[src/rtl/mips_pkg.sv]
// mips_pkg: shared front-end types and constants for the fetch PC stage.
//   pc_state_e      - PC stage FSM states (BOOT, RUN, HOLD)
//   PC_INC          - sequential fetch increment
//   DEFAULT_RESET_PC- default PC loaded on reset
//   align_word()    - clears the two byte-offset bits of an address
package mips_pkg;

  localparam int unsigned XLEN       = 32;
  localparam int unsigned BOOT_CNT_W = 4;

  localparam logic [XLEN-1:0] PC_INC           = 32'd4;
  localparam logic [XLEN-1:0] DEFAULT_RESET_PC = 32'h0000_0000;

  typedef enum logic [1:0] {
    BOOT = 2'd0,
    RUN  = 2'd1,
    HOLD = 2'd2
  } pc_state_e;

  // Word-align an address by dropping the byte offset.
  function automatic logic [XLEN-1:0] align_word(input logic [XLEN-1:0] addr);
    return {addr[XLEN-1:2], 2'b00};
  endfunction

endpackage : mips_pkg

[src/rtl/pc_adder.sv]
// pc_adder: sequential next-PC adder, pc + PC_INC, wrapping modulo 2^32.
//   pc_in  - current fetch PC
//   sum_c  - pc_in + PC_INC (combinational)
module pc_adder
  import mips_pkg::*;
(
  input  logic [XLEN-1:0] pc_in,
  output logic [XLEN-1:0] sum_c
);

  // Carry out of bit 31 is discarded, giving natural wraparound.
  assign sum_c = pc_in + PC_INC;

endmodule : pc_adder

[src/rtl/pc_stage.sv]
// pc_stage: fetch program counter register with boot delay, stall and flush.
//   clk          - clock, all state updates on rising edge
//   rst          - asynchronous active-high reset
//   npc          - next-PC from the next-PC select mux
//   stall        - hold the PC this cycle
//   flush        - load npc and insert one bubble (wins over stall)
//   pc_out       - current fetch PC
//   pc_plus4     - pc_out + 4, feeds the sequential leg of the next-PC mux
//   valid_out    - pc_out is a fetch the IF/ID stage must accept
//   stalled_out  - high while the stage is in HOLD
//   misalign_out - sticky flag, a misaligned npc was loaded (only with
//                  PC_ALIGN_CHECK_EN defined; loads are then word-aligned)
module pc_stage
  import mips_pkg::*;
#(
  parameter logic [31:0] RESET_PC    = DEFAULT_RESET_PC,
  parameter int unsigned BOOT_CYCLES = 2
) (
  input  logic        clk,
  input  logic        rst,
  input  logic [31:0] npc,
  input  logic        stall,
  input  logic        flush,
  output logic [31:0] pc_out,
  output logic [31:0] pc_plus4,
  output logic        valid_out,
`ifdef PC_ALIGN_CHECK_EN
  output logic        misalign_out,
`endif
  output logic        stalled_out
);

  // Last boot counter value before fetch is released.
  localparam logic [BOOT_CNT_W-1:0] BOOT_LAST = BOOT_CNT_W'(BOOT_CYCLES - 1);

  pc_state_e             state_q, state_d;
  logic [BOOT_CNT_W-1:0] boot_cnt_q, boot_cnt_d;
  logic [XLEN-1:0]       pc_q, pc_d;
  logic                  valid_q, valid_d;
  logic                  stalled_q, stalled_d;
  logic                  load_c;
  logic [XLEN-1:0]       load_pc_c;

`ifdef PC_ALIGN_CHECK_EN
  logic                  misalign_q, misalign_d;

  // Misaligned targets are forced onto a word boundary and flagged.
  assign load_pc_c = align_word(npc);
`else
  assign load_pc_c = npc;
`endif

  // State register.
  always_ff @(posedge clk or posedge rst) begin
    if (rst) begin
      state_q    <= BOOT;
      boot_cnt_q <= '0;
      pc_q       <= RESET_PC;
      valid_q    <= 1'b0;
      stalled_q  <= 1'b0;
`ifdef PC_ALIGN_CHECK_EN
      misalign_q <= 1'b0;
`endif
    end else begin
      state_q    <= state_d;
      boot_cnt_q <= boot_cnt_d;
      pc_q       <= pc_d;
      valid_q    <= valid_d;
      stalled_q  <= stalled_d;
`ifdef PC_ALIGN_CHECK_EN
      misalign_q <= misalign_d;
`endif
    end
  end

  // Next-state and datapath control; flush always outranks stall.
  always_comb begin
    state_d    = state_q;
    boot_cnt_d = boot_cnt_q;
    pc_d       = pc_q;
    valid_d    = valid_q;
    load_c     = 1'b0;
`ifdef PC_ALIGN_CHECK_EN
    misalign_d = misalign_q;
`endif

    unique case (state_q)
      BOOT: begin
        // stall/flush are ignored until the boot window closes.
        valid_d    = 1'b0;
        boot_cnt_d = boot_cnt_q + BOOT_CNT_W'(1);
        if (boot_cnt_q == BOOT_LAST) begin
          state_d = RUN;
        end
      end

      RUN: begin
        if (flush) begin
          load_c  = 1'b1;
          valid_d = 1'b0;
        end else if (stall) begin
          // PC and valid are held as they are.
          state_d = HOLD;
        end else begin
          load_c  = 1'b1;
          valid_d = 1'b1;
        end
      end

      HOLD: begin
        if (flush) begin
          load_c  = 1'b1;
          valid_d = 1'b0;
          state_d = RUN;
        end else if (!stall) begin
          load_c  = 1'b1;
          valid_d = 1'b1;
          state_d = RUN;
        end
      end

      default: begin
        state_d    = BOOT;
        boot_cnt_d = '0;
        valid_d    = 1'b0;
      end
    endcase

    if (load_c) begin
      pc_d = load_pc_c;
`ifdef PC_ALIGN_CHECK_EN
      if (npc[1:0] != 2'b00) begin
        misalign_d = 1'b1;
      end
`endif
    end
  end

  // stalled_out is registered from the state being entered.
  assign stalled_d = (state_d == HOLD);

  pc_adder u_pc_adder (
    .pc_in (pc_q),
    .sum_c (pc_plus4)
  );

  assign pc_out      = pc_q;
  assign valid_out   = valid_q;
  assign stalled_out = stalled_q;
`ifdef PC_ALIGN_CHECK_EN
  assign misalign_out = misalign_q;
`endif

endmodule : pc_stage

[config.mk]
export PLATFORM = sky130hd
export DESIGN_NAME = pc_stage
export DESIGN_NICKNAME = d
export VERILOG_FILES = /design/src/rtl/mips_pkg.sv /design/src/rtl/pc_adder.sv /design/src/rtl/pc_stage.sv
export SDC_FILE = /design/constraint.sdc
export NUM_CORES = 1
export LEC_CHECK = 0
export CAP_MARGIN = 40
export CORE_UTILIZATION = 25
export CTS_BUF_LIST = sky130_fd_sc_hd__clkbuf_4 sky130_fd_sc_hd__clkbuf_8 sky130_fd_sc_hd__clkbuf_16
export CTS_CLUSTER_SIZE = 40
export DETAILED_ROUTE_END_ITERATION = 7
export PLACE_DENSITY = 0.49
export SLEW_MARGIN = 20
export SYNTH_ARGS = -nofsm -noshare
export SYNTH_HDL_FRONTEND = slang
export SYNTH_HIERARCHICAL = 1
export SYNTH_SLANG_ARGS = --single-unit
[constraint.sdc]
create_clock -name clk -period 2.6 [get_ports clk]
set_input_delay 0.52 -clock clk [delete_from_list [all_inputs] [get_ports clk]]
set_output_delay 0.52 -clock clk [all_outputs]
set_load 0.01 [all_outputs]
# Yosys cells after proc, flatten, opt, wreduce, memory -nomap -nowiden
# Cells that the tools add are included.
[classes]
reduce_logical = 2
add_sub_neg = 2
n_mux = 13
n_eq_ne = 5
[op_table]
columns = ["op", "count"]
rows = [
  ["$add 32x3->32 const B", 1],
  ["$mux 2", 5],
  ["$pmux 4 s2", 1],
  ["$mux 1", 6],
  ["$pmux 2 s3", 1],
  ["$add 4x1->4 const B", 1],
  ["$eq 2x2->1 const B", 2],
  ["$eq 4x1->1 const B", 1],
  ["$ne 3x2->1 const B", 1],
  ["$eq 2x1->1 const B", 1],
  ["$logic_not 2->1", 1],
  ["$reduce_or 2->1", 1],
]
[word_totals]
register_bits = 40
elab_cells = 27
output_inout_bits = 66
input_bits = 36

# Logic depth before layout (Yosys ltp)
[logic_depth]
ltp_word = 4
depth_mapped = 6
ltp_nobuf = 5

# By module
# The synthesis kept the hierarchy.
[by_module_without_submodules]
columns = ["module", "instances", "seq_area_each_um2", "area_each_um2", "cells_per_inst"]
rows = [
  ["pc_stage", 1, 1001.0, 1845.5, 117],
  ["pc_adder", 1, 0.0, 580.6, 83],
]

# Least setup slack after synthesis
# OpenSTA, ideal clock, no wires.
[synth_path]
kind = "register to output"
startpoint = "reg pc_q[2] (netlist: pc_out[2])"
endpoint = "out pc_plus4[28]"
n_path_buf = 0
arrival_time_ns = 1.587
slack_ns = 0.493
stages_incl_launch_ff = 6
t_required_ns = 2.080
path_cell_list = "dfrtp_1 -> ha_1 -> nand3_1 -> nor4_4 -> nand4_1 -> xnor2_1"
[synth_between]
elab_chain_cells = 1
[synth_rtl]
columns = ["element", "line_no", "rtl"]
rows = [
  ["start: declaration", "pc_stage.sv:38", "logic [XLEN-1:0] pc_q, pc_d;"],
  ["start signal: assignment", "pc_stage.sv:67", "pc_q <= pc_d;"],
  ["$add 32x3->32", "pc_adder.sv:12", "assign sum_c = pc_in + PC_INC;"],
  ["end: declaration", "pc_stage.sv:25", "output logic [31:0] pc_plus4,"],
]
# No other way between the ends.

# Worst setup path after layout
[layout_path]
startpoint = "reg pc_q[2] (netlist: pc_out[2])"
endpoint = "out pc_plus4[24]"
# The elaborated chain is that of the path after synthesis.

==> metrics.log <==
INFO  metric syn_area_per_cell = 12.1 µm²
INFO  metric required_time_of_the_critical_path = 2.08 ns
INFO  metric aggregate_routed_wire_length = 5960 µm
INFO  metric setup_viol = 0
INFO  metric layout.area.seq = 1000 µm²
INFO  metric worstPathArrival = 1.93 ns
INFO  metric static-leakage-power = 1.75 nW
INFO  metric boundaryPins = 102
INFO  metric grt_setup_unrepaired = false
INFO  metric timing.critical_path.from_type = flop
INFO  metric floorplan_die_area = 10100 µm²
INFO  metric clock_tree.buffer_depth = 2
INFO  metric multi_input_comb_area = 1360 µm²
INFO  metric netlist_top_cells_area = dfrtp_1, mux2_4, xnor2_1
INFO  metric netlist-cell-type-count = 37
INFO  metric fin_util = 41.6%
INFO  metric core = 9330 µm²
INFO  metric syn-num-nets = 243
INFO  metric synthSimpleGateAreaFrac = 17.6%
INFO  metric final_net_count = 374
INFO  metric netSwitchingFraction = 36.4%
INFO  metric pwr-share-clk = 9.1%
INFO  metric finalMaxSlewViolations = 0
INFO  metric filler_cell_count = 923
INFO  metric synth_edf_count = 0
INFO  metric route.vias.total = 1951
INFO  metric synth_xor_xnor_area_share = 10.1%
INFO  metric post_synth_fa_ha_maj_area_fraction = 3.61%
INFO  metric first_iter_violations = 35
INFO  metric drt_pass1_iterations = 4
INFO  metric finalCritPeriodShare = 94.3%
INFO  metric area_delta_synth_final = 60.1%
INFO  metric p_seq_share = 25.1%
INFO  metric pre_cts_ws = 0.104 ns
INFO  metric most_used_flip_flop_cell_after_synthesis = dfrtp_1
INFO  metric synth_async_sr_flop_share = 100%
INFO  metric endpoints_failing_hold = 0
INFO  metric finalWorstSetupSlack = 0.147 ns
INFO  metric synth_area = 2430 µm²
INFO  metric worstHoldPathType = reg2reg
INFO  metric shortest_period_the_worst_path_allows = 2.45 ns
INFO  metric route.detailed.vias_per_inst = 4.24
INFO  metric ctsHtreeMaxLevel = 2
INFO  metric grt_max_degree = 33
INFO  metric cell_internal_pwr = 3.09 mW
INFO  metric drcViolationCount = 0
INFO  metric total_routing_usage_reported_by_global_routing = 12.1%
INFO  metric maxCapViolations = 0
INFO  metric die-width = 101 µm
INFO  metric criticalPathCategory = reg2out
INFO  metric route.antenna.remaining_nets = 0
INFO  metric whs = 0.476 ns
INFO  metric totalNegativeSetupSlack = 0 ns
INFO  metric place.detailed.hpwl = 4480 µm
INFO  metric placementRows = 35
INFO  metric global_route_wire_length_before_repair = 9590 µm
INFO  metric power-per-cell-area = 1250 nW/µm²
INFO  metric yosys_register_bits = 40
INFO  metric netSwitchingPower = 1.77 mW
INFO  metric synth_cells = 200
INFO  metric clock_insertion_delay_worst_skew = 0.28 ns
INFO  metric antenna_found_initial = 0
INFO  metric stdcell_count = 460
INFO  metric synth_mux_area_share = 19.9%
INFO  metric grt_pass1_vias = 1905
INFO  metric die_height = 101 µm
INFO  metric critical_path.max_fanout = 8
INFO  metric compound_gate_fraction_of_synth_area = 2.89%
INFO  metric cts-hold-fix-buffers = 0
INFO  metric globalplace.congestion = 0.767
INFO  metric clkSlewWorstSetupHoldPaths = 0.08 ns
INFO  metric floorplan.initialDensity = 26.0%
INFO  metric io_buffers = 101
INFO  metric timing.max_slew.rel_slack = 54.2%
INFO  metric tritoncts = done
INFO  metric setup.worst_path.end_class = primary output
INFO  metric cts_inserted_buffers = 5
INFO  metric ys_warn_count = 6
INFO  metric achievable-frequency = 0.408 GHz
INFO  metric cell_count_after_placement = 450
INFO  metric combPwrFrac = 65.8%
INFO  metric clock_sink_count = 40
INFO  metric antennaDiodeCount = 0
INFO  metric routedWlPerCell = 13.0 µm
INFO  metric synthDominantCellAreaShare = 41.3%
INFO  metric layout-drive-gt1-share = 26.0%
INFO  metric fin_skew = 0.00589 ns
INFO  metric peak_supply_drop = 0.681 mV
INFO  metric post-synth-top-area-cell = dfrtp_1
INFO  metric cts_root_buf = clkbuf_8
INFO  metric largest_family_of_logic_cells_by_synthesized_area = multiplexers
INFO  metric yosysSeqAreaShare = 41.3%
INFO  metric tightestPinTransition = 0.686 ns
INFO  metric run_status = finished, final reports clean
INFO  metric overflow_left_after_global_routing = 0
-- placed cells by master, fill, tap and decap left out, types with 4 or more instances in the layout --
master / n
clkdlybuf4s50_1: 77
dfrtp_1: 40
mux2_4: 30
buf_4: 26
xnor2_1: 21
dlygate4sd2_1: 17
nand2_1: 13
nand3_1: 10
nand4_1: 9
clkbuf_8: 7
xor2_1: 7
inv_1: 6
ha_1: 6
dlymetal6s2s_1: 6
nor2_1: 6
o21ai_0: 5
nor2b_1: 4
-- metal layers --
metal  vias up  global-route usage [%]  part of all wire [%]
li1        956                       -                     -
met1       937                    16.7                    48
met2        52                    19.4                    46
met3         6                    2.70                   4.4
met4         0                    2.68                  0.86
met5         -                       0                     0
-- worst paths after layout --
path,start,endpoint,slack (ns),depth (start not counted)
worst max register to register,state_q[0]$_DFF_PP0_,pc_out[21]$_DFFE_PP0P_,0.80,5
min in group asynchronous,rst,stalled_out$_DFF_PP0_,0.64,2
max in group asynchronous,rst,pc_out[22]$_DFFE_PP0P_,1.39,3
worst min register to register,boot_cnt_q[3]$_DFFE_PP0N_,boot_cnt_q[3]$_DFFE_PP0N_,0.48,1
worst min-delay path,boot_cnt_q[3]$_DFFE_PP0N_,boot_cnt_q[3]$_DFFE_PP0N_,0.48,1
worst max-delay path,pc_out[2]$_DFFE_PP0P_,pc_plus4[24],0.15,7
-- cell usage after synthesis (all sizes together), types with 3 or more instances --
| cell type | n |
|---|---|
| dfrtp | 40 |
| mux2 | 32 |
| xnor2 | 21 |
| nand2 | 13 |
| nand3 | 13 |
| nand4 | 10 |
| ha | 7 |
| inv | 7 |
| nor2 | 7 |
| xor2 | 7 |
| buf | 6 |
| nor2b | 5 |
| o21ai | 5 |
| nand2b | 3 |
| nor3 | 3 |
-- power groups by stage --
stage	Combinational (mW)	Clock, mW	Sequential, mW
6_report	3.20	0.443	1.22
5_1_grt	3.44	0.488	1.28
4_1_cts	3.26	0.466	1.23
3_5_place_dp	3.31	0	1.22
3_3_place_gp	3.32	0	1.22
2_1_floorplan	1.57	0	1.43
-- area by class of cell --
cell class / count / area share (%)
Inverter: 7 / 0.677
Clock buffer: 7 / 2.48
Tap cell: 129 / 4.16
Timing Repair Buffer: 130 / 32.0
Sequential cell: 40 / 25.8
Multi-Input combinational cell: 147 / 34.9
-- per-stage QoR --
step,instance area (µm²),total power [mW]
after detailed placement,3720,4.53
final,3880,4.87
after floorplan,2430,3.00
after global routing,3880,5.21
after CTS,3850,4.95
after global placement,3720,4.54
-- timing repair --
| item | 4_1_cts | 5_1_grt |
|---|---|---|
| setup endpoints to repair | 22 | 6 |
| gates resized for setup | 28 | 8 |
| cloned | 0 | 0 |
| pin swaps | 3 | 0 |
| buffers inserted | 2 | 1 |
-- flip-flops by register name, indices dropped and copies added, names as in the netlist --
name,cells
pc_out,32
boot_cnt_q,4
valid_out,1
stalled_out,1
state_q,2
-- worst max-delay path: stages, from the launching register on --
cell and delay, ns:
dfrtp_1 0.38, ha_2 0.21, nand3_2 0.16, nor4_4 0.17, buf_6 0.17, nand4_1 0.12, xnor2_1 0.15, dlygate4sd2_1 0.28
-- logic make-up (layout without fill, tap and decap cells) --
kind of cell,Yosys count,after routing
adder cells (fa/ha/maj),7,7
flip-flops,40,40
AND/OR/NAND/NOR,68,68
XOR/XNOR,28,28
multiplexers,33,33
buffers and inverters,13,144
AO/OA/AOI/OAI,11,11
(Power assumes the default switching activity.)
